## src/rtl/alu_arbiter.sv

```systemverilog
// alu_arbiter -- shares one multi-cycle ALU between two requesters.
//
// Round-robin arbitration between port 0 (datapath control) and port 1
// (secondary/test master). The winner's opcode and operands are latched into
// the alu_* registers, the ALU is given one ISSUE cycle, then alu_finished is
// sampled every cycle in WAIT. The captured 64-bit result is returned with a
// one-cycle done pulse on the owner's bit. Illegal opcodes skip the ALU and
// complete immediately with err; a watchdog aborts ops that never finish.
//
// Ports
//   clock, reset_n         clock, asynchronous active-low reset
//   req0/req1              requests; held high until own done pulse
//   op0/op1, a0,b0/a1,b1   opcode and operands per port, valid while req high
//   alu_op, alu_a, alu_b   latched opcode/operands driven to the ALU
//   alu_out, alu_finished  ALU result (low 64 bits) and completion flag
//   grant                  one-hot ALU owner, 00 when idle
//   done                   one-hot, one-cycle completion pulse
//   result                 captured result, held after done
//   err                    qualifies done: illegal opcode or timeout
//   busy                   high whenever not IDLE
module alu_arbiter #(
  parameter int TIMEOUT = 64,
  parameter int CNT_W   = 7
) (
  input  logic        clock,
  input  logic        reset_n,
  input  logic        req0,
  input  logic        req1,
  input  logic [5:0]  op0,
  input  logic [5:0]  op1,
  input  logic [31:0] a0,
  input  logic [31:0] b0,
  input  logic [31:0] a1,
  input  logic [31:0] b1,
  output logic [5:0]  alu_op,
  output logic [31:0] alu_a,
  output logic [31:0] alu_b,
  input  logic [63:0] alu_out,
  input  logic        alu_finished,
  output logic [1:0]  grant,
  output logic [1:0]  done,
  output logic [63:0] result,
  output logic        err,
  output logic        busy
);

  typedef enum logic [1:0] {S_IDLE, S_ISSUE, S_WAIT, S_DONE} state_t;

  localparam logic [CNT_W-1:0] WD_LAST = CNT_W'(TIMEOUT - 1);

  state_t            state, state_nxt;
  logic [1:0]        grant_nxt;
  logic              rr, rr_nxt;      // index of the last winner
  logic [5:0]        op_nxt;
  logic [31:0]       a_nxt, b_nxt;
  logic [63:0]       result_nxt;
  logic              err_nxt;
  logic [CNT_W-1:0]  wd, wd_nxt;

  logic              win1;
  logic [5:0]        sel_op;

  function automatic logic op_legal(input logic [5:0] op);
    case (op)
      6'h01, 6'h02, 6'h03, 6'h04, 6'h05, 6'h07, 6'h08, 6'h09,
      6'h18, 6'h19, 6'h1A, 6'h1B, 6'h1C, 6'h1D: op_legal = 1'b1;
      default:                                  op_legal = 1'b0;
    endcase
  endfunction

  // With both requesting, the port that did not win last time goes next.
  assign win1   = (req0 && req1) ? ~rr : req1;
  assign sel_op = win1 ? op1 : op0;

  always_ff @(posedge clock or negedge reset_n) begin
    if (!reset_n) begin
      state  <= S_IDLE;
      grant  <= 2'b00;
      rr     <= 1'b1;
      alu_op <= '0;
      alu_a  <= '0;
      alu_b  <= '0;
      result <= '0;
      err    <= 1'b0;
      wd     <= '0;
    end else begin
      state  <= state_nxt;
      grant  <= grant_nxt;
      rr     <= rr_nxt;
      alu_op <= op_nxt;
      alu_a  <= a_nxt;
      alu_b  <= b_nxt;
      result <= result_nxt;
      err    <= err_nxt;
      wd     <= wd_nxt;
    end
  end

  always_comb begin
    state_nxt  = state;
    grant_nxt  = grant;
    rr_nxt     = rr;
    op_nxt     = alu_op;
    a_nxt      = alu_a;
    b_nxt      = alu_b;
    result_nxt = result;
    err_nxt    = err;
    wd_nxt     = wd;
    case (state)
      S_IDLE: begin
        if (req0 || req1) begin
          grant_nxt = win1 ? 2'b10 : 2'b01;
          rr_nxt    = win1;
          if (op_legal(sel_op)) begin
            op_nxt    = sel_op;
            a_nxt     = win1 ? a1 : a0;
            b_nxt     = win1 ? b1 : b0;
            state_nxt = S_ISSUE;
          end else begin
            // Never reaches the ALU; alu_* keep the previous op's values.
            result_nxt = '0;
            err_nxt    = 1'b1;
            state_nxt  = S_DONE;
          end
        end
      end
      S_ISSUE: begin
        // alu_finished may still reflect the previous op here, so not sampled.
        wd_nxt    = '0;
        state_nxt = S_WAIT;
      end
      S_WAIT: begin
        if (alu_finished) begin
          result_nxt = alu_out;
          err_nxt    = 1'b0;
          state_nxt  = S_DONE;
        end else if (wd == WD_LAST) begin
          result_nxt = '0;
          err_nxt    = 1'b1;
          state_nxt  = S_DONE;
        end else begin
          wd_nxt = wd + 1'b1;
        end
      end
      S_DONE: begin
        grant_nxt = 2'b00;
        err_nxt   = 1'b0;
        state_nxt = S_IDLE;
      end
      default: state_nxt = S_IDLE;
    endcase
  end

  // done is the owner bit for exactly the single DONE cycle.
  assign done = (state == S_DONE) ? grant : 2'b00;
  assign busy = (state != S_IDLE);

endmodule
```

## config.mk

```make
export PLATFORM = sky130hd
export DESIGN_NAME = alu_arbiter
export DESIGN_NICKNAME = d
export VERILOG_FILES = /design/src/rtl/alu_arbiter.sv
export SDC_FILE = /design/constraint.sdc
export NUM_CORES = 1
export LEC_CHECK = 0
export CELL_PAD_IN_SITES_DETAIL_PLACEMENT = 0
export CELL_PAD_IN_SITES_GLOBAL_PLACEMENT = 1
export CORE_ASPECT_RATIO = 1.1
export CORE_UTILIZATION = 32
export DETAILED_ROUTE_END_ITERATION = 12
export PLACE_DENSITY = 0.84
export SLEW_MARGIN = 30
export SYNTH_ARGS = -nofsm -noshare
export SYNTH_HDL_FRONTEND = slang
export SYNTH_SLANG_ARGS = --single-unit
```

## constraint.sdc

```tcl
create_clock -name clock -period 6 [get_ports clock]
set_input_delay 0.9 -clock clock [delete_from_list [all_inputs] [get_ports clock]]
set_output_delay 0.9 -clock clock [all_outputs]
set_load 0.02 [all_outputs]
```

==> results.cfg <==
[clock_tree]
clk_path_buf_depth = 2
postCtsSetupBuffers = 0
insertion_delay_ns = 0.42
cts_inserted_buffers = 17
htreeDepth = 4
cts.clk_slew.worst_paths_ns = 0.06
root_buffer = clkbuf_16
cts_resized = 0
cts_hold_buffers = 0
clock_sinks = 147
cts_tree = yes

[timing]
fin_crit_ns = 3.93
clock_skew_ns = 0.0115
fin_crit_sh_pct = 65.5
tightest_slew_ns = 0.943
hold_viol_final = 0
fmax_mhz = 254
fin_setup_tns_ns = 0
slew_viol_final = 0
max_slew_margin_pct = 37.2
setup_violations = 0
rsz0062_at_grt = false

[die]
die_y_um = 156
dieWidth_um = 142
core_mm2 = 0.0208
row_count = 55
io_pins = 349
die_area_mm2 = 0.0221
start_util_pct = 33.1

[synthesis]
syn_inst = 605
ys_async_sr_fraction_pct = 100
synth_ff_type = dfrtp_1
synth_seq_area_share_pct = 53.6
synth_area_mm2 = 0.00687
synth_largest_area_cell = dfrtp_1
synth_cell_types = 42
syn_avg_cell_area_um2 = 11.4
synth-edff-count = 0
syn_nets = 819
netlist.area_leader.share_pct = 53.2
synth.area.top_cells = dfrtp_1 (53%), mux2i_1 (9.9%), mux2_2 (9.8%)
ys_ff_latch = 147
synth_warnings = 0

[global_routing]
grt_antenna_before_repair = 0
grt_pass1_vias = 5745
grt_pass1_wl_um = 32400
grt_usage_pct = 19.3
grt.overflow.total = 0
grt_max_degree = 138

[cells_and_area]
nets = 1147
nFillCells = 1896
multi_input_area_mm2 = 0.00295
antenna_cells = 0
layout-drive-gt1-share_pct = 11.1
syn_to_final_growth_pct = 62.2
seqCellArea_mm2 = 0.00368

[setup_path]
cp_cell_sequence = clkdlybuf4s50_1 -> a21boi_4 -> mux2_2 -> o221ai_2 -> a21oi_2 -> nor3_4 -> buf_4 -> mux2_2
ff2ff_setup_slack_ns = 2.75
cp_max_fo = 64
r2r-start = rr$_DFFE_PN1P_
r2r-end = result[49]$_DFFE_PN0P_
crit_required_ns = 6.30
crit_path_end_kind = register
slowest_delay_ns = 0.71
cp_slowest_cell = a21boi_4
cp-start-kind = input pin
worstPathArrival_ns = 4.23
cp_top_family = buffers and inverters
cpMostUsedCell = mux2_2
ff2ff_path_depth = 7
critPathBufInv = 2
worst-setup-path-type = input pin to register

[route]
totalWireLength_um = 21200
ant_nets = 0
via_per_inst = 4.66
vias = 5729
first_pass_iters = 4
route.detailed.drc = 0
route.detailed.wl_per_inst_um = 17.2
detail_route.iter0.violations = 234

[placed_design]
post-dp-hpwl_um = 15300
gp_congestion = 0.750
io_buffers = 348

[pwr]
powerDensity_mw_per_mm2 = 505
power_mw = 5.62
ir_drop_mv = 0.231
leakage_nw = 4.95

[min_path]
worstHoldPathCells = 1
whs_endpoint = result[1]$_DFFE_PN0P_
hp-class = register to register
min_from = result[1]$_DFFE_PN0P_

[job]
max_cap_viol_count = 0

[run_status]
outcome = finished, final reports clean
stage by stage:
stage | setup slack, ns | util, % | hold slack, ns | instance area [µm²] | instances
floorplan | 3.21 | - | 0.477 | 6870 | 605
global placement | 1.61 | 50.8 | 0.467 | 10500 | 1199
detailed placement | 1.59 | 50.8 | 0.475 | 10500 | 1199
CTS | 2.03 | 53.6 | 0.489 | 11100 | 1230
global route | 1.86 | 53.6 | 0.507 | 11100 | 1230
finish | 2.07 | 53.6 | 0.481 | 11100 | 1230
cells by family (layout without fill, tap and decap cells):
group	Yosys count	after routing	share of synthesized area, %
AO/OA/AOI/OAI	93	93	7.85
buffers and inverters	50	390	3.70
flip-flops	147	147	53.6
adder cells (fa/ha/maj)	5	5	0.911
AND/OR/NAND/NOR	171	171	12.5
multiplexers	136	136	21.1
XOR/XNOR	3	3	0.383
layout make-up:
| class | count | area share [%] |
|---|---|---|
| multi-input cells | 408 | 26.5 |
| inverters | 5 | 0.168 |
| well taps | 285 | 3.20 |
| repair buffers | 354 | 31.8 |
| clock buffers | 19 | 3.89 |
| flip-flops and latches | 147 | 33.0 |
| clock inverters | 12 | 1.43 |
cell usage after synthesis, types with 3 or more instances:
cell,n
nand3_1,3
inv_1,5
dfrtp_1,146
mux2_1,8
a21oi_1,74
buf_2,14
mux2_2,60
xor2_1,3
and3_1,64
nor3_1,3
clkbuf_1,19
ha_1,5
nor2_1,77
nand2b_1,4
nor2b_1,3
buf_6,6
mux2i_1,68
nand2_1,8
o21ai_0,4
buf_1,5
flip-flops by register name (all words and copies together) (netlist names):
| register | flops |
|---|---|
| err | 1 |
| rr | 1 |
| alu_a | 32 |
| wd | 7 |
| state | 2 |
| alu_b | 32 |
| grant | 2 |
| alu_op | 6 |
| result | 64 |
routing by layer:
| metal | up-vias | wire length [µm] | track usage, % |
|---|---|---|---|
| met4 | 0 | 625 | 8.55 |
| met1 | 2765 | 8670 | 23.1 |
| met5 | - | 0 | 0 |
| met3 | 36 | 895 | 3.93 |
| met2 | 150 | 11000 | 33.5 |
| li1 | 2778 | - | - |
cells in the final DEF (no fill, tap or decap), types with 8 or more instances in the layout:
master and n:
clkdlybuf4s50_1 347, dfrtp_1 146, nor2_1 77, a21oi_1 74
mux2i_1 68, and3_1 64, mux2_2 60, clkbuf_16 17
nand2_1 8, mux2_1 8
how the worst max path moves through the flow:
| stage | startpoint | endpoint | slack [ns] | depth (start not counted) |
|---|---|---|---|---|
| floorplan | req1 | result[10]$_DFFE_PN0P_ | 3.21 | 7 |
| global placement | req1 | result[51]$_DFFE_PN0P_ | 1.61 | 8 |
| detailed placement | req1 | result[22]$_DFFE_PN0P_ | 1.59 | 8 |
| CTS | req1 | result[22]$_DFFE_PN0P_ | 2.03 | 8 |
| global route | req1 | result[49]$_DFFE_PN0P_ | 1.86 | 8 |
| finish | req1 | result[49]$_DFFE_PN0P_ | 2.07 | 8 |
where the power goes:
group | internal [mW] | total [mW] | switching [mW]
sequential | 1.46 | 1.71 | 0.252
combinational | 1.39 | 2.84 | 1.44
clock | 0.654 | 1.08 | 0.426
Power figures use the tool's default switching activity.
